<file path="config.mk">
export PLATFORM = sky130hd
export DESIGN_NAME = sensor_conditioner
export DESIGN_NICKNAME = d
export VERILOG_FILES = /design/src/rtl/sensor_conditioner.sv
export SDC_FILE = /design/constraint.sdc
export NUM_CORES = 1
export LEC_CHECK = 0
export CAP_MARGIN = 25
export CELL_PAD_IN_SITES_DETAIL_PLACEMENT = 1
export CELL_PAD_IN_SITES_GLOBAL_PLACEMENT = 1
export CORE_ASPECT_RATIO = 0.9
export CORE_UTILIZATION = 39
export DETAILED_ROUTE_END_ITERATION = 8
export PLACE_DENSITY_LB_ADDON = 0.1
export SYNTH_ARGS = -nofsm -noshare
export SYNTH_HDL_FRONTEND = slang
export SYNTH_SLANG_ARGS = --single-unit
</file>
<file path="constraint.sdc">
create_clock -name clock -period 2.52 [get_ports clock]
set_input_delay 0.756 -clock clock [delete_from_list [all_inputs] [get_ports clock]]
set_output_delay 0.756 -clock clock [all_outputs]
set_load 0.05 [all_outputs]
</file>
<file path="src/rtl/sensor_conditioner.sv">
// Six-channel switch conditioner: 2-flop synchronizers, a shared free-running tick,
// and per-channel tick-based debounce with one-cycle rise/fall strobes.
module sensor_conditioner #(
    parameter int unsigned TICK_DIV     = 100000,
    parameter int unsigned STABLE_TICKS = 10
) (
    input  logic       clock,
    input  logic       reset,
    input  logic [5:0] sw_raw,
    output logic [5:0] sw_clean,
    output logic [5:0] sw_rise,
    output logic [5:0] sw_fall,
    output logic       any_change,
    output logic       tick_1ms
);

    localparam int unsigned N_CH   = 6;
    localparam int unsigned TICK_W = (TICK_DIV > 1) ? $clog2(TICK_DIV) : 1;
    localparam int unsigned STAB_W = $clog2(STABLE_TICKS) + 1;

    logic [N_CH-1:0]   sync_meta;
    logic [N_CH-1:0]   sync_q;
    logic [TICK_W-1:0] tick_cnt;
    logic [TICK_W-1:0] tick_cnt_d;
    logic              tick_d;
    logic [STAB_W-1:0] stab_q [N_CH];
    logic [STAB_W-1:0] stab_d [N_CH];
    logic [N_CH-1:0]   clean_d;
    logic [N_CH-1:0]   rise_d;
    logic [N_CH-1:0]   fall_d;

    // Tick strobe is registered from the next counter value so it is high
    // exactly while the counter sits at TICK_DIV-1.
    always_comb begin
        tick_cnt_d = '0;
        if (tick_cnt != TICK_W'(TICK_DIV - 1)) begin
            tick_cnt_d = tick_cnt + TICK_W'(1);
        end
        tick_d = (tick_cnt_d == TICK_W'(TICK_DIV - 1));
    end

    // Per-channel debounce: pending while sync differs from the clean level.
    always_comb begin
        clean_d = sw_clean;
        rise_d  = '0;
        fall_d  = '0;
        for (int i = 0; i < int'(N_CH); i++) begin
            stab_d[i] = '0;
            if (sync_q[i] != sw_clean[i]) begin
                if (!tick_1ms) begin
                    stab_d[i] = stab_q[i];
                end else if (stab_q[i] == STAB_W'(STABLE_TICKS - 1)) begin
                    clean_d[i] = sync_q[i];
                    rise_d[i]  = sync_q[i];
                    fall_d[i]  = ~sync_q[i];
                end else begin
                    stab_d[i] = stab_q[i] + STAB_W'(1);
                end
            end
        end
    end

    always_ff @(posedge clock) begin
        if (reset) begin
            sync_meta <= '0;
            sync_q    <= '0;
            tick_cnt  <= '0;
            tick_1ms  <= 1'b0;
            sw_clean  <= '0;
            sw_rise   <= '0;
            sw_fall   <= '0;
            for (int i = 0; i < int'(N_CH); i++) begin
                stab_q[i] <= '0;
            end
        end else begin
            sync_meta <= sw_raw;
            sync_q    <= sync_meta;
            tick_cnt  <= tick_cnt_d;
            tick_1ms  <= tick_d;
            sw_clean  <= clean_d;
            sw_rise   <= rise_d;
            sw_fall   <= fall_d;
            for (int i = 0; i < int'(N_CH); i++) begin
                stab_q[i] <= stab_d[i];
            end
        end
    end

    assign any_change = |{sw_rise, sw_fall};

endmodule

</file>
-- Word level (Yosys, flattened, before mapping)
Memory sizes are Yosys's and may differ from the RTL's.
Cells that the tools add are included.
- register bits: 48
- bits in writable memories: 30
- bits of input ports: 8
- word-level logic and storage cells: 110
- memories: 1
- memory list (name ; words ; bits a word ; rd ports ; clocked after Yosys merged registers in ; wr ports ; line ; RTL):
    stab_q ; 6 ; 5 ; 6 ; 0 ; 6 ; 26 ; logic [STAB_W-1:0] stab_q [N_CH];
- add/sub/neg operators: 7
- equality and inequality tests: 14
- multiplexer cells: 28
- bitwise logic cells: 25
- reductions and logical operators: 13
- operators with widths (cell ; count):
    5-bit 2-to-1 mux ; 24
    5-bit by 1-bit adder with 5-bit output, second input constant ; 6
    5-bit by 4-bit equality test with 1-bit output, second input constant ; 6
    4-bit OR reduction ; 6
    1-bit NOT ; 19
    3-bit AND reduction ; 6
    17-bit by 1-bit adder with 17-bit output, second input constant ; 1
    17-bit equality test, second input constant ; 1
    17-bit 2-to-1 mux ; 1
    17-bit != test, second input constant ; 1
    12-bit OR reduction ; 1
    1-bit != test ; 6
    1-bit bitwise OR ; 6
    1-bit 2-to-1 mux ; 3

-- Longest topological paths before layout
- depth after elaboration: 5
- gate-level depth with buffers: 7
- depth with buffers taken out: 7

-- Worst setup path before layout
No wires, ideal clock.
- path kind: flip-flop to output port
- start point: reg sw_rise[2]
- end point: out any_change
- arrival: 1.210 ns
- required time: 1.764 ns
- setup slack: 0.554 ns
- cell stages (with the launch flop): 3
- path buffers: 0
- cell sequence: dfxtp_1 nor4_1 nand3_1
- longest elaborated chain between the ends: 1
- RTL lines (item ; line ; RTL):
    start, declared ; 11 ; output logic [5:0] sw_rise,
    start signal, assigned ; 81 ; sw_rise <= rise_d;
    12-bit OR reduction ; 89 ; assign any_change = |{sw_rise, sw_fall};
    end, declared ; 13 ; output logic any_change,
Every way passes these cells.

-- Worst setup path in the final report
- start point: reg sw_clean[0]
- end point: out sw_clean[0]
- RTL lines (item ; line ; RTL):
    start, declared ; 10 ; output logic [5:0] sw_clean,
    start signal, assigned ; 80 ; sw_clean <= clean_d;
No word-level cell between the ends.

==> flow_metrics.py <==
metrics = {
    "power_and_ir_drop": {
        "power.total_w": 0.00227,
        "combPwrFrac": 0.025,
        "switching_power_w": 0.000508,
        "power_density_nw_per_um2": 584,
        "p_leak_nw": 1.32,
        "netSwitchingFraction": 0.224,
        "clkPwrFrac": 0.422,
        "p_seq_frac": 0.554,
        "ir_drop_mv": 0.308,
        "p_int_w": 0.00176,
    },
    "timing": {
        "hold_viol": 0,
        "slew_headroom": 0.519,
        "tightestPinTransition_ns": 0.715,
        "period_minus_slack_ns": 2.33,
        "fmax_ghz": 0.429,
        "hold_slack_ns": 0.447,
        "rsz0062_at_grt": "no",
        "tns_ns": 0,
        "setup-violations-final": 0,
        "fin_worst_skew_ns": 0.00911,
        "slew_violations": 0,
        "min_period_over_period": 0.925,
    },
    "worst_setup_path": {
        "critPathKind": "reg -> out",
        "cp-start-kind": "flop",
        "crit_fanout": 4,
        "endpoint_kind": "primary output",
        "cpLargestDelayFamily": "buffers and inverters",
        "r2r_end": "tick_1ms$_SDFF_PP0_",
        "cp.arrival_ns": 1.58,
        "slowest_stage": "clkdlybuf4s50_1",
        "cp_num_cells": 1,
        "reg2reg_slack_ns": 0.35,
        "r2r_start": "tick_cnt[0]$_SDFF_PP0_",
        "rr_worst_depth": 6,
        "cp_num_buf_inv": 1,
        "critPathRequiredTime_ns": 1.76,
        "crit_path_cell_trace": "clkdlybuf4s50_1",
        "crit_path_max_incr_delay_ns": 0.83,
    },
    "die": {
        "rows": 31,
        "floorplan.die_area_sq_um": 8830,
        "start_util": 0.407,
        "dieWidth_um": 99.0,
        "dieHeight_um": 89.3,
        "ios": 28,
        "core_area_sq_um": 8110,
    },
    "global_routing": {
        "grt_pass1_wl_um": 11700,
        "grt_remaining_overflow": 0,
        "antenna_found_initial": 0,
        "grt_pass1_vias": 2386,
        "grt_usage": 0.172,
        "grt_max_degree": 29,
    },
    "route": {
        "route.detailed.drc": 0,
        "wl_per_cell_um": 14.2,
        "ant_nets": 0,
        "first_pass_iters": 4,
        "vias": 2496,
        "first_iter_violations": 36,
        "vias_per_cell": 5.09,
        "wirelength_um": 6950,
    },
    "place": {
        "numPortBuffers": 27,
        "place_congestion": 0.710,
        "dpl.hpwl_um": 5030,
        "placed_cells": 474,
    },
    "logic_synthesis": {
        "ys_seq_area_frac": 0.473,
        "yosys.cell_types.count": 36,
        "synth_area_leaders": "dfxtp_1, xor2_1, nor2_1",
        "yosys_warnings": 0,
        "synth_area_leader_cell": "dfxtp_1",
        "ys_seq_elements": 78,
        "synthArstFlopShare": 0,
        "syn_nets": 378,
        "synth-edff-count": 0,
        "syn-instance-count": 357,
        "syn_area_per_cell_sq_um": 9.24,
        "synth_ff_type": "dfxtp_1",
        "netlist.area_leader.share": 0.473,
        "synth_area_sq_um": 3300,
    },
    "cells_and_area": {
        "register_area_sq_um": 1560,
        "multi_input_area_sq_um": 1650,
        "fin_util": 0.478,
        "antennaDiodeCount": 0,
        "nFillCells": 932,
        "nNetsFinal": 407,
        "drive_gt1_frac": 0.0818,
        "area_growth_pct": 17.5,
        "fin_cells": 490,
    },
    "cts": {
        "cts.sinks": 78,
        "htree_levels": 3,
        "cts_buffers": 9,
        "clk_latency_ns": 0.35,
        "cts_tree": "built",
        "cts-root-buf": "clkbuf_8",
        "cts.clk_slew.worst_paths_ns": 0.09,
        "clockBufferDepth": 2,
    },
    "flow_run": {
        "drv_cap": 0,
    },
    "min_path": {
        "hold_path_startpoint": "sync_meta[3]$_SDFF_PP0_",
        "min_path_type": "reg -> reg",
        "min_path_cells": 1,
        "min_to": "sync_q[3]$_SDFF_PP0_",
    },
    "run_status": {
        "outcome": "completed",
    },
}
worst max-delay path by stage:
stage          slack, ns          end                startpoint
2_1_floorplan       0.55   any_change     sw_rise[2]$_SDFF_PP0_
3_3_place_gp        0.33   any_change     sw_fall[0]$_SDFF_PP0_
3_5_place_dp        0.34   any_change     sw_fall[0]$_SDFF_PP0_
4_1_cts             0.16  sw_clean[0]  sw_clean[0]$_SDFFE_PP0P_
5_1_grt             0.10   any_change     sw_fall[3]$_SDFF_PP0_
6_report            0.19  sw_clean[0]  sw_clean[0]$_SDFFE_PP0P_
power groups by stage:
stage,clock network (W),logic [W],registers (W)
final,0.000955,0.0000560,0.00125
after detailed placement,0,0.0000567,0.00128
after global routing,0.00104,0.0000634,0.00126
after global placement,0,0.0000557,0.00128
after floorplan,0,0.0000362,0.00128
after CTS,0.000996,0.0000572,0.00125
synthesized netlist by cell type, types with 10 or more instances:
| master | number |
|---|---|
| a21oi_1 | 12 |
| dfxtp_1 | 78 |
| ha_1 | 13 |
| inv_1 | 10 |
| nand2_1 | 30 |
| nand2b_1 | 12 |
| nand4_1 | 20 |
| nor2_1 | 53 |
| nor2b_1 | 17 |
| nor3_1 | 15 |
| xnor2_1 | 13 |
| xor2_1 | 25 |
layout make-up:
class	instances	area share
clock buffer	11	0.0365
inverter	10	0.00968
sequential	78	0.403
tap	99	0.0320
timing repair buffer	31	0.0784
multi-input combinational	256	0.426
clock inverter	5	0.0148
state kept, by name, indices dropped and copies added (netlist names):
name	cells
sync_q	6
sw_rise	6
sync_meta	6
tick_1ms	1
sw_clean	6
stab_q	30
sw_fall	6
tick_cnt	17
placed cells by master (no fill, tap or decap), types with 2 or more instances in the layout:
cell / netlist / final
dfxtp_1: 78 / 78
nor2_1: 53 / 53
nand2_1: 30 / 30
xor2_1: 25 / 25
clkdlybuf4s50_1: 0 / 24
nand4_1: 20 / 20
nor2b_1: 17 / 17
nor3_1: 15 / 15
xnor2_1: 13 / 13
ha_1: 13 / 13
a21oi_1: 12 / 12
nand2b_1: 12 / 12
inv_1: 10 / 10
clkbuf_8: 0 / 10
nand3_1: 8 / 8
nor4_1: 7 / 7
mux2i_1: 6 / 6
buf_4: 0 / 4
a211oi_1: 3 / 3
and4_1: 2 / 2
a31o_2: 2 / 2
nor3b_1: 2 / 2
o31ai_1: 2 / 2
nor4b_2: 2 / 2
clkinv_2: 0 / 2
cell families (layout without fill, tap and decap cells):
| kind of cell | after synthesis | after routing | share of synthesized area |
|---|---|---|---|
| compound gates | 24 | 24 | 0.0504 |
| flops | 78 | 78 | 0.473 |
| fa+ha+maj | 13 | 13 | 0.0493 |
| simple gates | 175 | 175 | 0.281 |
| buf+inv | 23 | 57 | 0.0265 |
| mux | 6 | 6 | 0.0182 |
| xor+xnor | 38 | 38 | 0.101 |
metrics by stage:
step / cell area [sq um] / worst slack [ns]
4_1_cts: 3880 / 0.160
6_report: 3880 / 0.189
2_1_floorplan: 3300 / 0.554
5_1_grt: 3880 / 0.100
3_3_place_gp: 3680 / 0.335
3_5_place_dp: 3680 / 0.342
layer usage:
layer,routed length [um],part of all wire,GRT usage,vias to the layer above
met3,192,0.028,0.0469,5
li1,-,-,-,1273
met2,3260,0.47,0.277,23
met5,0,0,0,-
met4,51,0.0073,0.0611,0
met1,3450,0.50,0.223,1195
timing repair:
action,CTS,global route
setup buffers,0,0
resized for setup,1,0
hold buffers,0,0
endpoints found under the setup margin,1,0
No activity file was read; power rests on OpenSTA's default activity.
